## src/rtl/hex_message_sequencer.sv

```systemverilog
// Four-digit seven-segment message sequencer: shows a BCD score while idle and
// flashes a LOSE/GOOD banner on request, then holds it until cleared.
module hex_message_sequencer #(
    parameter int TICK_DIV    = 25000000,
    parameter int FLASH_COUNT = 6
) (
    input  logic        clock,
    input  logic        reset,
    input  logic        lose_req,
    input  logic        win_req,
    input  logic        clear,
    input  logic        show_score,
    input  logic [15:0] score_bcd,
    output logic [7:0]  HEX5VALUE,
    output logic [7:0]  HEX4VALUE,
    output logic [7:0]  HEX3VALUE,
    output logic [7:0]  HEX2VALUE,
    output logic        busy,
    output logic        anim_done
);

    localparam int              TW         = $clog2(TICK_DIV);
    localparam logic [TW-1:0]   TICK_LAST  = TW'(TICK_DIV - 1);
    localparam logic [3:0]      FLASH_LAST = 4'(FLASH_COUNT);
    localparam logic [31:0]     LOSE_PAT   = 32'hC7C0_9286;
    localparam logic [31:0]     WIN_PAT    = 32'hC2C0_C0A1;
    localparam logic [31:0]     BLANK_PAT  = 32'hFFFF_FFFF;

    typedef enum logic [1:0] {
        IDLE      = 2'd0,
        FLASH_ON  = 2'd1,
        FLASH_OFF = 2'd2,
        HOLD      = 2'd3
    } state_t;

    state_t          state_r;
    logic            msg_sel_r;
    logic [TW-1:0]   tick_r;
    logic [3:0]      on_cnt_r;
    logic [31:0]     hex_r;
    logic            busy_r;
    logic            anim_done_r;

    logic            accept_lose_s;
    logic            accept_win_s;
    logic            tick_end_s;

    function automatic logic [7:0] seg_decode(input logic [3:0] d);
        logic [7:0] seg;
        case (d)
            4'd0:    seg = 8'hC0;
            4'd1:    seg = 8'hF9;
            4'd2:    seg = 8'hA4;
            4'd3:    seg = 8'hB0;
            4'd4:    seg = 8'h99;
            4'd5:    seg = 8'h92;
            4'd6:    seg = 8'h82;
            4'd7:    seg = 8'hF8;
            4'd8:    seg = 8'h80;
            4'd9:    seg = 8'h90;
            default: seg = 8'hBF;
        endcase
        return seg;
    endfunction

    function automatic logic [31:0] score_display(input logic show, input logic [15:0] bcd);
        logic [31:0] disp;
        if (show) begin
            disp = {seg_decode(bcd[15:12]), seg_decode(bcd[11:8]),
                    seg_decode(bcd[7:4]),   seg_decode(bcd[3:0])};
        end else begin
            disp = BLANK_PAT;
        end
        return disp;
    endfunction

    function automatic logic [31:0] pattern(input logic sel);
        return sel ? LOSE_PAT : WIN_PAT;
    endfunction

    // Request acceptance: LOSE may preempt a WIN run, WIN only starts from idle.
    always_comb begin
        accept_lose_s = 1'b0;
        accept_win_s  = 1'b0;
        tick_end_s    = (tick_r == TICK_LAST);
        if (lose_req && ((state_r == IDLE) || !msg_sel_r)) begin
            accept_lose_s = 1'b1;
        end else if (win_req && (state_r == IDLE)) begin
            accept_win_s = 1'b1;
        end else begin
            accept_lose_s = 1'b0;
            accept_win_s  = 1'b0;
        end
    end

    // Sequencer FSM; display is computed for the state being entered.
    always_ff @(posedge clock) begin
        if (reset) begin
            state_r     <= IDLE;
            msg_sel_r   <= 1'b0;
            tick_r      <= {TW{1'b0}};
            on_cnt_r    <= 4'd0;
            hex_r       <= BLANK_PAT;
            busy_r      <= 1'b0;
            anim_done_r <= 1'b0;
        end else if (accept_lose_s || accept_win_s) begin
            state_r     <= FLASH_ON;
            msg_sel_r   <= accept_lose_s;
            tick_r      <= {TW{1'b0}};
            on_cnt_r    <= 4'd1;
            hex_r       <= pattern(accept_lose_s);
            busy_r      <= 1'b1;
            anim_done_r <= 1'b0;
        end else begin
            anim_done_r <= 1'b0;
            case (state_r)
                IDLE: begin
                    hex_r  <= score_display(show_score, score_bcd);
                    busy_r <= 1'b0;
                end
                FLASH_ON: begin
                    if (tick_end_s) begin
                        state_r <= FLASH_OFF;
                        tick_r  <= {TW{1'b0}};
                        hex_r   <= BLANK_PAT;
                    end else begin
                        tick_r  <= tick_r + TW'(1);
                    end
                end
                FLASH_OFF: begin
                    if (tick_end_s) begin
                        tick_r <= {TW{1'b0}};
                        hex_r  <= pattern(msg_sel_r);
                        if (on_cnt_r < FLASH_LAST) begin
                            state_r  <= FLASH_ON;
                            on_cnt_r <= on_cnt_r + 4'd1;
                        end else begin
                            state_r     <= HOLD;
                            anim_done_r <= 1'b1;
                        end
                    end else begin
                        tick_r <= tick_r + TW'(1);
                    end
                end
                HOLD: begin
                    if (clear) begin
                        state_r  <= IDLE;
                        on_cnt_r <= 4'd0;
                        busy_r   <= 1'b0;
                        hex_r    <= score_display(show_score, score_bcd);
                    end else begin
                        hex_r    <= pattern(msg_sel_r);
                    end
                end
                default: begin
                    state_r <= IDLE;
                    busy_r  <= 1'b0;
                    hex_r   <= BLANK_PAT;
                end
            endcase
        end
    end

    assign HEX5VALUE = hex_r[31:24];
    assign HEX4VALUE = hex_r[23:16];
    assign HEX3VALUE = hex_r[15:8];
    assign HEX2VALUE = hex_r[7:0];
    assign busy      = busy_r;
    assign anim_done = anim_done_r;

endmodule
```

## config.mk

```make
export PLATFORM = sky130hd
export DESIGN_NAME = hex_message_sequencer
export DESIGN_NICKNAME = d
export VERILOG_FILES = /design/src/rtl/hex_message_sequencer.sv
export SDC_FILE = /design/constraint.sdc
export NUM_CORES = 1
export LEC_CHECK = 0
export ABC_CLOCK_PERIOD_IN_PS = 2960
export CAP_MARGIN = 0
export CELL_PAD_IN_SITES_DETAIL_PLACEMENT = 1
export CELL_PAD_IN_SITES_GLOBAL_PLACEMENT = 1
export CORE_AREA = 5 5 99 101
export DETAILED_ROUTE_END_ITERATION = 6
export DIE_AREA = 0 0 104 106
export PLACE_DENSITY = 0.81
export SLEW_MARGIN = 0
export SYNTH_ARGS = -nofsm -noshare
export SYNTH_HDL_FRONTEND = slang
export SYNTH_SLANG_ARGS = --single-unit
```

## constraint.sdc

```tcl
create_clock -name clock -period 2.96 [get_ports clock]
set_input_delay 0.592 -clock clock [delete_from_list [all_inputs] [get_ports clock]]
set_output_delay 0.592 -clock clock [all_outputs]
set_load 0.03 [all_outputs]
```

==> impl_metrics.ini, run 1 <==
[sta]
holdWs_ns = 0.4889
slew_headroom_pct = 44.61
setup_violations = 0
skew_ns = 0.009462
hold_viol = 0
layout_min_cycle_time_ns = 2.468
max_freq_mhz = 405.2
drv_slew = 0
rsz0062_at_grt = no
tns_ns = 0
fin_crit_sh_pct = 83.37
tightest_slew_ns = 0.8308

[clocking]
cts_htree_levels = 3
holdBufCountCts = 0
cts-root-buf = clkbuf_8
clkSinkCount = 62
clock_latency_ns = 0.35
ctsResizeCount = 0
cts_setup_buffers = 0
cts.path.max_buffers = 2
path_clk_slew_ns = 0.07
cts-buffers-inserted = 9
cts_tree = done

[min_path]
hold_path.class = flop to flop

[yosys]
yosysUniqueCellTypes = 56
synth-seq-cells = 62
synth-async-reset-ratio_pct = 0
synth_edf_count = 0
synth_flop_cell = dfxtp_1
synth_warnings = 0
syn_inst = 460
avgSynthCellArea_um2 = 8.108
synth-seq-area-share_pct = 33.28
netlist_area_mm2 = 0.003730

[global_route]
grt_max_degree = 29
grt_pass1_wl_um = 18190
antenna_found_initial = 0
grt_pass1_vias = 3551
grt_usage_pct = 19.93
overflow = 0

[worst_setup_path]
crit_fanout = 7
end_kind = flop
arrival_ns = 2.66
critical_path_class = flop to flop
cp.required_ns = 3.16
startpoint_type = flop

[placed_design]
io_buffers = 51
dp.final_hpwl_um = 8265
gp_congestion = 0.7656

[finish]
diodes = 0
nNetsFinal = 555
layout_commonest_cell = dfxtp_1
final_layout_size_suffix_gt1_share_pct = 6.680
area_delta_synth_final_pct = 21.91
mostFrequentLayoutCells = 62 x dfxtp_1, 51 x clkdlybuf4s50_1, 48 x nor2_1

[die]
fp.dieH_um = 106
core_area_mm2 = 0.008934
placementRows = 35
dieArea_mm2 = 0.01102
initial_core_util_pct = 41.75
io_pins = 56
die_w_um = 104

[power_and_ir_drop]
ir_drop_mv = 0.2935
power.density_mw_per_mm2 = 570.8
power.leakage_nw = 1.744

[flow_run]
drv_cap = 0

[drt]
routed_wl_um = 10990
dr_total_vias = 3511
firstDrtPassIters = 4
viasPerCell = 5.663
post_drt_wl_per_cell_um = 17.72
drc_errors = 0
ant_nets = 0
dr.first_iter.drc_count = 149

[outcome]
status = finished clean
report_power, final:
part / internal (mW) / switching [mW]
clock network: 0.513 / 0.338
logic: 0.307 / 0.469
registers: 0.911 / 0.0582
per-stage QoR:
step           cells  utilization, %  worst slack [ns]  total power [mW]  instance area [um2]
2_1_floorplan    463               -            0.9913             1.456                 3741
3_3_place_gp     605           48.42            0.4695             1.734                 4325
3_5_place_dp     605           48.42            0.3591             1.761                 4325
4_1_cts          620           50.90            0.4842             2.617                 4547
5_1_grt          620           50.90            0.2906             2.720                 4547
6_report         620           50.90            0.4921             2.595                 4547
layer usage:
| metal | up-vias | wire length (um) | part of all wire (%) | GRT usage, % |
|---|---|---|---|---|
| li1 | 1713 | - | - | - |
| met1 | 1716 | 5030 | 46 | 25.29 |
| met2 | 69 | 5332 | 49 | 33.93 |
| met3 | 13 | 476 | 4.3 | 4.372 |
| met4 | 0 | 146 | 1.3 | 5.828 |
| met5 | - | 0 | 0 | 0 |
flip-flops by register name, summed over array words and instances (netlist names):
signal / cells
hex_r: 28
tick_r: 25
on_cnt_r: 4
state_r: 2
anim_done: 1
busy: 1
msg_sel_r: 1
kinds of logic after synthesis:
group	Yosys count	synth area share (%)
flops	62	33.28
mux	3	0.8051
xor+xnor	23	5.401
buf+inv	52	5.871
compound gates	124	21.97
fa+ha+maj	28	9.393
simple gates	167	23.18
other cells	1	0.1005
synth_stat cells (2+ instances only):
cell type,count,area share (%)
o211ai_1,2,0.40
a21oi_1,38,5.1
clkbuf_1,16,1.6
xor2_1,8,1.9
o21ai_0,32,4.3
o311ai_0,6,1.4
nand4_1,9,1.5
a211oi_1,3,0.60
buf_2,7,0.94
o21bai_1,2,0.40
ha_1,28,9.4
nor3_1,11,1.5
a211o_1,2,0.47
or2_2,3,0.50
nand3b_1,4,0.81
nand3_1,10,1.3
and4_1,7,1.6
o22ai_1,2,0.34
and3_1,3,0.50
nor2_1,48,4.8
a221o_1,17,4.6
mux2i_1,3,0.81
nand2b_1,12,2.0
buf_4,4,0.81
nor3b_1,2,0.40
xnor2_1,15,3.5
and4bb_2,2,0.67
nor4_1,2,0.34
o21a_1,2,0.40
a21o_1,6,1.2
nor2b_1,6,1.0
inv_1,24,2.4
dfxtp_1,62,33
nand2_1,40,4.0
worst paths after layout:
check                                                to                     from  cells after the start  slack, ns
worst max-delay path            tick_r[24]$_SDFFE_PP0P_  state_r[0]$_SDFFE_PP0P_                      7       0.49
worst min register to register   hex_r[16]$_SDFFE_PP1P_   hex_r[16]$_SDFFE_PP1P_                      1       0.49
worst min-delay path             hex_r[16]$_SDFFE_PP1P_   hex_r[16]$_SDFFE_PP1P_                      1       0.49
worst max register to register  tick_r[24]$_SDFFE_PP0P_  state_r[0]$_SDFFE_PP0P_                      7       0.49
worst max-delay path: stages, from the launching register on:
cell,delay (ns)
dfxtp_1,0.41
inv_1,0.14
ha_1,0.48
and4_1,0.37
nand3_1,0.32
nor3_1,0.37
xnor2_1,0.17
nor2_1,0.06
layout make-up:
| class | count | area [um2] |
|---|---|---|
| fillers | 1096 | 4387 |
| multi-input cells | 349 | 2285 |
| flip-flops and latches | 62 | 1241 |
| repair buffers | 59 | 570.5 |
| clock buffers | 11 | 151.4 |
| well taps | 111 | 138.9 |
| inverters | 24 | 90.09 |
| clock inverters | 4 | 70.07 |
(Power assumes the default switching activity.)
==> inputs of run 2 (changes only) <==
--- a/config.mk
+++ b/config.mk
@@ -5,14 +5,14 @@
 export SDC_FILE = /design/constraint.sdc
 export NUM_CORES = 1
 export LEC_CHECK = 0
-export ABC_CLOCK_PERIOD_IN_PS = 2960
+export ABC_CLOCK_PERIOD_IN_PS = 2500
 export CAP_MARGIN = 0
 export CELL_PAD_IN_SITES_DETAIL_PLACEMENT = 1
 export CELL_PAD_IN_SITES_GLOBAL_PLACEMENT = 1
-export CORE_AREA = 5 5 99 101
+export CORE_AREA = 5 5 103 105
 export DETAILED_ROUTE_END_ITERATION = 6
-export DIE_AREA = 0 0 104 106
-export PLACE_DENSITY = 0.81
+export DIE_AREA = 0 0 108 110
+export PLACE_DENSITY = 0.75
 export SLEW_MARGIN = 0
 export SYNTH_ARGS = -nofsm -noshare
 export SYNTH_HDL_FRONTEND = slang
==> constraint.sdc (replaced) <==
create_clock -name clock -period 2.5 [get_ports clock]
set_input_delay 0.5 -clock clock [delete_from_list [all_inputs] [get_ports clock]]
set_output_delay 0.5 -clock clock [all_outputs]
set_load 0.03 [all_outputs]
==> run 2 against run 1 <==
  * Cell count grew 5.3%
  * Utilization is 2.1 points lower
  * Clock power rose by 10%
  * Register-to-register slack got worse by 0.24 ns
  * Largest power group unchanged
  * Setup slack worse by 0.24 ns
  * Count of clock-buffer cells in the layout increased by 1
  * Worst hold slack worse by 0.00087 ns
  * Critical endpoint is now hex_r[29]$_SDFFE_PP1P_
  * First-iteration DRC count fell by 7.4%
==> impl_metrics.ini, run 2 (synthesis gave the netlist of run 1 again) <==
[clocking]
cts.path.max_buffers = 2
path_clk_slew_ns = 0.07
ctsResizeCount = 0
holdBufCountCts = 0
cts_htree_levels = 3
cts-root-buf = clkbuf_8
clkSinkCount = 62
cts_tree = done
cts_setup_buffers = 0
cts-buffers-inserted = 9
clock_latency_ns = 0.34

[drt]
post_drt_wl_per_cell_um = 16.81
ant_nets = 0
firstDrtPassIters = 5
viasPerCell = 5.410
dr.first_iter.drc_count = 138
routed_wl_um = 10980
drc_errors = 0
dr_total_vias = 3533

[power_and_ir_drop]
power.leakage_nw = 1.790
power.total_mw = 3.031
ir_drop_mv = 0.2607
power.density_mw_per_mm2 = 650.9

[sta]
tightest_slew_ns = 0.6193
skew_ns = 0.008944
rsz0062_at_grt = no
setup_violations = 0
fin_crit_sh_pct = 90.11
layout_min_cycle_time_ns = 2.253
drv_slew = 0
max_freq_mhz = 443.9
hold_viol = 0
slew_headroom_pct = 58.67
tns_ns = 0
holdWs_ns = 0.4881

[worst_setup_path]
crit_chain = inv_1, ha_1, o21a_1, or2_2, nor2_2, a221o_1
cp.required_ns = 2.79
startpoint_type = flop
crit_path_end = hex_r[29]$_SDFFE_PP1P_
arrival_ns = 2.54
slowest_stage = nor2_2
r2r_start = state_r[0]$_SDFFE_PP0P_
critical_path_class = flop to flop
rr_endpoint = hex_r[29]$_SDFFE_PP1P_
crit_fanout = 15
worstSetupStartpoint = state_r[0]$_SDFFE_PP0P_
critPathMaxStageDelay_ns = 0.53
reg2regPathDepth = 6
end_kind = flop
r2r_slack_ns = 0.25

[die]
initial_core_util_pct = 39.06
dieArea_mm2 = 0.01188
die_w_um = 108
io_pins = 56
core_area_mm2 = 0.009549
placementRows = 36
fp.dieH_um = 110

[global_route]
grt_max_degree = 31
antenna_found_initial = 0
grt_pass1_wl_um = 18600
grt_pass1_vias = 3772
grt_usage_pct = 19.68
overflow = 0

[finish]
top_register = hex_r
mostFrequentLayoutCells = 62 x dfxtp_1, 51 x clkdlybuf4s50_1, 48 x nor2_1
layout_commonest_cell = dfxtp_1
nNetsFinal = 566
final_cells = 653
final_layout_size_suffix_gt1_share_pct = 8.846
area_delta_synth_final_pct = 24.86
largest_reg_flops = 28
diodes = 0
reg.largest.list = hex_r: 28 flops, tick_r: 25 flops, on_cnt_r: 4 flops

[min_path]
hold_path.class = flop to flop

[placed_design]
io_buffers = 51
dpl.cell_count = 638
gp_congestion = 0.8336
dp.final_hpwl_um = 8381

[flow_run]
drv_cap = 0

[outcome]
status = finished clean
## run 2: critical path: cells and delay by family (launching register included)
family | cells | cell delay [ns]
flip-flops | 1 | 0.38
AO/OA/AOI/OAI | 2 | 0.45
adder cells (fa/ha/maj) | 1 | 0.34
AND/OR/NAND/NOR | 2 | 0.91
buffers and inverters | 1 | 0.11
## run 2: how the worst min path moves through the flow
stage / startpoint / endpoint / slack, ns / cells past startpoint
4_1_cts: hex_r[8]$_SDFFE_PP1P_ / hex_r[8]$_SDFFE_PP1P_ / 0.49 / 1
5_1_grt: busy$_SDFFE_PP0P_ / busy$_SDFFE_PP0P_ / 0.52 / 2
2_1_floorplan: on_cnt_r[0]$_SDFFE_PP0P_ / on_cnt_r[0]$_SDFFE_PP0P_ / 0.45 / 1
6_report: hex_r[12]$_SDFFE_PP1P_ / hex_r[12]$_SDFFE_PP1P_ / 0.49 / 1
3_5_place_dp: hex_r[8]$_SDFFE_PP1P_ / hex_r[8]$_SDFFE_PP1P_ / 0.48 / 1
3_3_place_gp: busy$_SDFFE_PP0P_ / busy$_SDFFE_PP0P_ / 0.47 / 2
## run 2: layout make-up
cell class	instances	area, um2
Clock buffer	12	165.2
Clock inverter	3	42.54
Fill cell	1170	4892
Inverter	24	90.09
Multi-Input combinational cell	349	2286
Sequential cell	62	1241
Tap cell	133	166.4
Timing Repair Buffer	70	665.6
## run 2: report_power, final
group / internal, mW / switching, mW
clock: 0.535 / 0.402
combinational: 0.389 / 0.562
sequential: 1.08 / 0.0647
total: 2.00 / 1.03
## run 2: layer usage
metal,wire (um),GRT usage (%),part of all wire [%],vias to the layer above
met5,0,0,0,-
met4,175,5.771,1.6,0
met3,493,4.543,4.5,14
met2,5195,33.39,47,65
met1,5112,25.06,47,1716
li1,-,-,-,1738
## run 2: through the flow
step                      setup slack (ns)  utilization [%]  area, um2
after floorplan                     0.5313                -       3741
after global placement             0.09630            46.58       4448
after detailed placement           0.03761            46.58       4448
after CTS                          0.09499            48.76       4656
after global routing               0.08370            48.77       4657
final                               0.2472            48.77       4657
